## config.mk

```make
export PLATFORM = sky130hd
export DESIGN_NAME = arch_sync_filter
export DESIGN_NICKNAME = d
export VERILOG_FILES = /design/src/rtl/arch_sync_filter.sv
export SDC_FILE = /design/constraint.sdc
export NUM_CORES = 1
export LEC_CHECK = 0
export CORE_AREA = 2 2 39 41
export DETAILED_ROUTE_END_ITERATION = 7
export DIE_AREA = 0 0 41 43
export PLACE_DENSITY = 0.74
export SYNTH_ARGS = -nofsm -noshare
export SYNTH_HDL_FRONTEND = slang
export SYNTH_SLANG_ARGS = --single-unit
```

## constraint.sdc

```tcl
create_clock -name aclk -period 2.1 [get_ports aclk]
set_input_delay 0.21 -clock aclk [delete_from_list [all_inputs] [get_ports aclk]]
set_output_delay 0.21 -clock aclk [all_outputs]
set_load 0.01 [all_outputs]
```

## src/rtl/arch_sync_filter.sv

```systemverilog
// arch_sync_filter: multi-channel async-input synchroniser with per-channel
// glitch filter, registered rise/fall pulses and a valid/ready change-mask
// event with sticky overflow.
// Build option: define ARCH_SYNC_FILTER_EN to build the stable-count glitch
// filter; left undefined, the filtered level follows the synchroniser output
// every cycle and FILTER_CYCLES is ignored.

// One channel: sync chain, optional filter, edge pulses.
module arch_sync_filter_lane #(
  parameter int unsigned SYNC_STAGES   = 3,
`ifdef ARCH_SYNC_FILTER_EN
  parameter int unsigned FILTER_CYCLES = 4,
`endif
  parameter logic        INIT          = 1'b0
) (
  input  logic aclk,
  input  logic aresetn,
  input  logic async_in,
  output logic lvl_q,
  output logic rise_q,
  output logic fall_q,
  output logic chg
);
  // Chain flops must stay distinct and be placed close together.
  (* ASYNC_REG = "TRUE", DONT_TOUCH = "TRUE", syn_preserve = 1 *)
  logic [SYNC_STAGES-1:0] sync_q;
  logic [SYNC_STAGES-1:0] sync_d;
  logic                   raw;
  logic                   lvl_d;
  logic                   rise_d;
  logic                   fall_d;

  // Shift the async level down the chain.
  always_comb sync_d = {sync_q[SYNC_STAGES-2:0], async_in};

  assign raw = sync_q[SYNC_STAGES-1];

  // Chain register.
  always_ff @(posedge aclk or negedge aresetn) begin
    if (!aresetn) sync_q <= {SYNC_STAGES{INIT}};
    else          sync_q <= sync_d;
  end

`ifdef ARCH_SYNC_FILTER_EN
  localparam int unsigned CW = $clog2(FILTER_CYCLES + 1);

  logic [CW-1:0] cnt_q;
  logic [CW-1:0] cnt_d;

  // Accept a new level only after it has been seen FILTER_CYCLES times in a row.
  always_comb begin
    cnt_d = cnt_q;
    lvl_d = lvl_q;
    if (raw == lvl_q) begin
      cnt_d = '0;
    end else if (cnt_q == CW'(FILTER_CYCLES - 1)) begin
      lvl_d = raw;
      cnt_d = '0;
    end else begin
      cnt_d = cnt_q + 1'b1;
    end
  end

  // Stable-count register.
  always_ff @(posedge aclk or negedge aresetn) begin
    if (!aresetn) cnt_q <= '0;
    else          cnt_q <= cnt_d;
  end
`else
  // Unfiltered: level follows the chain output directly.
  always_comb lvl_d = raw;
`endif

  // Edge detect on the next filtered level so pulses land with the level change.
  always_comb begin
    rise_d = lvl_d & ~lvl_q;
    fall_d = ~lvl_d & lvl_q;
    chg    = rise_d | fall_d;
  end

  // Level and pulse registers.
  always_ff @(posedge aclk or negedge aresetn) begin
    if (!aresetn) begin
      lvl_q  <= INIT;
      rise_q <= 1'b0;
      fall_q <= 1'b0;
    end else begin
      lvl_q  <= lvl_d;
      rise_q <= rise_d;
      fall_q <= fall_d;
    end
  end
endmodule

module arch_sync_filter #(
  parameter int unsigned     WIDTH         = 2,
  parameter int unsigned     SYNC_STAGES   = 3,
  parameter int unsigned     FILTER_CYCLES = 4,
  parameter logic [WIDTH-1:0] INIT         = '0
) (
  input  logic             aclk,
  input  logic             aresetn,
  input  logic [WIDTH-1:0] async_in,
  output logic [WIDTH-1:0] sync_out,
  output logic [WIDTH-1:0] rise_out,
  output logic [WIDTH-1:0] fall_out,
  output logic             evt_valid,
  input  logic             evt_ready,
  output logic [WIDTH-1:0] evt_mask,
  output logic [WIDTH-1:0] evt_level,
  output logic             evt_overflow
);
  logic [WIDTH-1:0] chg;
  logic [WIDTH-1:0] mask_q;
  logic [WIDTH-1:0] mask_d;
  logic             ovf_q;
  logic             ovf_d;
  logic             hs;
  logic             new_ovf;

  for (genvar i = 0; i < WIDTH; i++) begin : g_lane
    arch_sync_filter_lane #(
      .SYNC_STAGES  (SYNC_STAGES),
`ifdef ARCH_SYNC_FILTER_EN
      .FILTER_CYCLES(FILTER_CYCLES),
`endif
      .INIT         (INIT[i])
    ) u_lane (
      .aclk    (aclk),
      .aresetn (aresetn),
      .async_in(async_in[i]),
      .lvl_q   (sync_out[i]),
      .rise_q  (rise_out[i]),
      .fall_q  (fall_out[i]),
      .chg     (chg[i])
    );
  end

  assign evt_valid    = |mask_q;
  assign evt_mask     = mask_q;
  assign evt_overflow = ovf_q;
  assign evt_level    = sync_out;

  // Accumulate changes; a handshake hands off the mask but keeps same-cycle changes.
  always_comb begin
    hs      = evt_valid & evt_ready;
    new_ovf = |(mask_q & chg);
    mask_d  = hs ? chg : (mask_q | chg);
    ovf_d   = hs ? new_ovf : (ovf_q | new_ovf);
  end

  // Event mask and sticky overflow registers.
  always_ff @(posedge aclk or negedge aresetn) begin
    if (!aresetn) begin
      mask_q <= '0;
      ovf_q  <= 1'b0;
    end else begin
      mask_q <= mask_d;
      ovf_q  <= ovf_d;
    end
  end
endmodule

```

Word-level counts from Yosys, hierarchy flattened
Cells that the tools add are included.
Storage, ports and cells
  register bits after elaboration: 15
  input port bits: 5
  output and inout bits: 12
  logic and storage cells: 28
Cells by class
  mux-type cells: 2
  bitwise logic cells: 14
  reductions and logical operators: 2
Operators with widths (count)
  $and A1 B1 Y1: 5
  $not A1 Y1: 4
  $reduce_or A2 Y1: 2
  $or A1 B1 Y1: 3
  $and A2 B2 Y2: 1
  $mux W2: 1
  $or A2 B2 Y2: 1
  $mux W1: 1

Depth between registers and ports, before layout
  depth after elaboration: 7
  mapped depth: 4
  depth with buffers taken out: 4

Modules after synthesis
Synthesis repeated with hierarchy kept, for this count alone.
Unflattened totals
  cells, all modules: 34
  area total of the unflattened synthesis: 510.5 µm²
Modules (own cells, without submodules)
  arch_sync_filter_lane: instances 2, cells each 11, area an instance 186.4 µm², sequential area each 150.1 µm²
  arch_sync_filter: instances 1, cells each 12, area an instance 137.6 µm², sequential area each 75.1 µm²

Least setup slack after synthesis
OpenSTA, ideal clock, no wires.
  kind: register to register
  start: register g_lane[0].u_lane.lvl_q
  end: register ovf_q (netlist: evt_overflow)
  library setup time: 0.126 ns
  arrival time: 1.017 ns
  required time: 1.974 ns
  path slack: 0.957 ns
  stages on the path, launching flop included: 4
  path buffers: 0
  period minus slack after synthesis: 1.143 ns
  cell sequence: dfrtp_1 -> ha_1 -> inv_1 -> a221o_1
Between the ends
  word-level cells in the longest chain between the ends: 7
  elaborated cells between the ends (all ways): 8
  classes of those cells: mux: 1; bitwise: 6; reduce/logical: 1
RTL lines
  from (decl): RTL line 19  | output logic lvl_q,
  from (signal assigned): RTL line 88  | lvl_q <= lvl_d;
  $not A1 Y1: RTL line 76  | rise_d = lvl_d & ~lvl_q;
  $and A1 B1 Y1: RTL line 76
  $or A1 B1 Y1 *: RTL line 78  | chg = rise_d | fall_d;
  $and A2 B2 Y2 *: RTL line 147  | new_ovf = |(mask_q & chg);
  $reduce_or A2 Y1 *: RTL line 147
  $or A1 B1 Y1: RTL line 149  | ovf_d = hs ? new_ovf : (ovf_q | new_ovf);
  $mux W1 *: RTL line 149
  via ovf_d: RTL line 117  | logic ovf_d;
  to (signal assigned): RTL line 159  | ovf_q <= ovf_d;
  to (decl): RTL line 116  | logic ovf_q;
The timed path passes the listed nets; every way through them passes the cells marked *.

Final worst setup path
  start: register mask_q[0] (netlist: evt_mask[0])
  end: output evt_valid
Between the ends
  word-level cells in the longest chain between the ends: 1
RTL lines
  from (decl): RTL line 114  | logic [WIDTH-1:0] mask_q;
  from (signal assigned): RTL line 158  | mask_q <= mask_d;
  $reduce_or A2 Y1: RTL line 139  | assign evt_valid = |mask_q;
  to (decl): RTL line 107  | output logic evt_valid,
Every way passes these cells.

==> metrics.md <==
| Metric | Value |
|---|---|
| Rows | 14 |
| CTS Hold Bufs | 0 |
| CTS tree | done |
| H-tree depth | 1 |
| Core area | 1380 µm² |
| Routed WL per cell | 10.2 µm |
| Die H | 43 µm |
| Vias in the first global route | 258 |
| Slew HR | 57.6% |
| Status | finished, final reports clean |
| Worst min path class | input pin to asynchronous set/reset pin |
| Detailed Place HPWL | 502 µm |
| Post-synth top cells | 15 x dfrtp_1, 8 x buf_4, 7 x inv_1 |
| TritonCTS Sinks | 15 |
| Share of cells above drive strength 1 | 5.77% |
| Pins Over Slew Limit | 0 |
| Vias per cell | 4.26 |
| Final GP Congestion | 0.632 |
| First-iteration detailed-routing DRC count | 0 |
| Post-Syn Instances | 40 |
| Yosys warnings | 0 |
| Max rail drop VDD | 0.430 mV |
| CTS buffer count | 3 |
| Worst Path Class, Setup | flip-flop to output port |
| Setup repair bufs after CTS | 0 |
| Fill count | 135 |
| Skew-Pair Late Insertion Delay | 0.27 ns |
| Top-count cell post-synth | dfrtp_1 |
| Antenna-violating nets left | 0 |
| Unique masters post-synth | 8 |
| Sequential cell area | 375 µm² |
| Mean Syn Cell Area | 13.7 µm² |
| Startpoint Class | flip-flop |
| Clk_skew | 0.000268 ns |
| #FFs+latches synth | 15 |
| DR DRC count | 0 |
| CTS resizes | 0 |
| First-pass GRT wire length | 1040 µm |
| Sequential fraction of the synthesis area | 68.6% |
| Final #Nets | 62 |
| Arrival time worst endpoint | 1.34 ns |
| Top FF cell, synth | dfrtp_1 |
| Mapped cell area | 547 µm² |
| Crit-path cells | inv_1, nand2_1, clkdlybuf4s50_1 |
| DRT Wirelength | 692 µm |
| Area of the multi-input gates | 85.1 µm² |
| I/O Buffers | 16 |
| Yosys top cell by area | dfrtp_1 |
| Internal reg-to-reg setup slack | 0.87 ns |
| Setup TNS | 0 ns |
| Largest net degree at the start of global routing | 16 |
| Max stage delay cell, worst path | clkdlybuf4s50_1 |
| Static Leak | 0.335 nW |
| Drt pass-1 iters | 1 |
| Ranking of synthesized cells by area | dfrtp_1 69%, buf_4 11%, ha_1 9.2% |
| Final period util | 73.6% |
| Critical path endpoint category | output port |
| Initial core utilization | 39.5% |
| Total GRT Usage | 9.38% |
| CP Data Required Time | 1.89 ns |
| Syn nets | 49 |
| Setup Viol. Count Final | 0 |
| Initial antenna violation count | 0 |
| Actual slew at the worst max-slew pin | 0.634 ns |
| Max-cap viol count | 0 |
| Max FO, Critical Path | 4 |
| Top Ports | 17 |
| Asr flop ratio synth | 100% |
| Die area | 1760 µm² |
| Tmin final | 1.55 ns |
| RSZ-0062 raised after global routing | no |
| DIE WIDTH | 41 µm |
| P per Cell Area | 797 nW/µm² |
| Total power | 0.552 mW |
| Final Hold Fails | 0 |
| Yosys top cell area share | 68.6% |
| Clk slew on worst S/H paths | 0.08 ns |
| # diodes | 0 |
| FF-to-FF End | evt_overflow$_DFF_PN0_ |
| Root Buffer | clkbuf_4 |
| Clock Path Buffers | 2 |
| Synth-to-layout area growth | 26.8% |
| Max stage delay on crit path | 0.53 ns |
| Worst R2R Path Depth | 3 |
| Reg-to-reg startpoint | g_lane[0].u_lane.lvl_q$_DFF_PN0_ |
| Via count | 290 |
| Grt ovf | 0 |
| Max Clk Rate | 647 MHz |
| Number of synthesized flops with an enable pin | 0 |
==> through the flow <==
step | hold WS [ns] | cells | cell area (µm²) | utilization, % | worst slack [ns]
CTS | 0.348 | 68 | 693 | 50.1 | 0.533
global placement | 0.334 | 64 | 667 | 48.2 | 0.884
detailed placement | 0.338 | 64 | 667 | 48.2 | 0.851
finish | 0.325 | 68 | 693 | 50.1 | 0.554
global route | 0.362 | 68 | 693 | 50.1 | 0.486
floorplan | -0.0856 | 40 | 547 | - | 0.957
==> kinds of logic (layout without fill, tap and decap cells) <==
kind of cell	after synthesis	after routing	share of synthesized area [%]
DFF	15	15	68.6
buffers and inverters	15	27	15.8
adders and majority gates	4	4	9.15
AOI/OAI and AO/OA	4	4	4.58
and+or+nand+nor	2	2	1.83
==> routing by layer <==
| layer | part of all wire, % | vias up | GRT usage [%] | wire (µm) |
|---|---|---|---|---|
| met2 | 43 | 17 | 12.2 | 297 |
| li1 | - | 137 | - | - |
| met3 | 11 | 0 | 3.14 | 74 |
| met1 | 46 | 136 | 11.9 | 319 |
| met4 | 0 | 0 | 8.00 | 0 |
| met5 | 0 | - | 0 | 0 |
==> sequential cells by signal (all words and copies together) (netlist names) <==
name,count
g_lane.u_lane.sync_q,6
evt_mask,2
g_lane.u_lane.fall_q,2
g_lane.u_lane.lvl_q,2
g_lane.u_lane.rise_q,2
evt_overflow,1
==> how the worst max path moves through the flow <==
stage	start	to	slack [ns]	cells past startpoint
after floorplan	g_lane[0].u_lane.lvl_q$_DFF_PN0_	evt_overflow$_DFF_PN0_	0.96	3
after global placement	evt_mask[1]$_DFF_PN0_	evt_valid	0.88	3
after detailed placement	evt_mask[0]$_DFF_PN0_	evt_valid	0.85	3
after CTS	evt_mask[0]$_DFF_PN0_	evt_valid	0.53	3
after global routing	evt_mask[0]$_DFF_PN0_	evt_valid	0.49	3
final	evt_mask[0]$_DFF_PN0_	evt_valid	0.55	3
==> cell usage in the layout, fill, tap and decap left out <==
cell | synthesis | final
clkdlybuf4s50_1 | 0 | 16
dfrtp_1 | 15 | 15
inv_1 | 7 | 7
ha_1 | 4 | 4
o21ai_1 | 3 | 3
clkbuf_4 | 0 | 3
nand2_1 | 1 | 1
nor2b_1 | 1 | 1
a221o_1 | 1 | 1
clkbuf_1 | 0 | 1
==> layout make-up <==
cell class                 instances  share of cell area [%]
clock buffer                       4                    3.79
inverter                           7                    3.79
multi-input combinational         10                    12.3
sequential                        15                    54.2
tap                               16                    2.89
timing repair buffer              16                    23.1
==> report_power, final <==
group          internal [mW]  leakage, nW  total (mW)  switching [mW]
sequential             0.308        0.177       0.319          0.0116
combinational         0.0437        0.143      0.0751          0.0313
clock                 0.0735       0.0150       0.158          0.0843
total                  0.425        0.335       0.552           0.127
==> worst max-delay path, delay by kind of cell (launching register included) <==
family / cells / cell delay [ns]
buf+inv: 2 / 0.60
flops: 1 / 0.39
simple gates: 1 / 0.07
No activity file was read; power rests on OpenSTA's default activity.
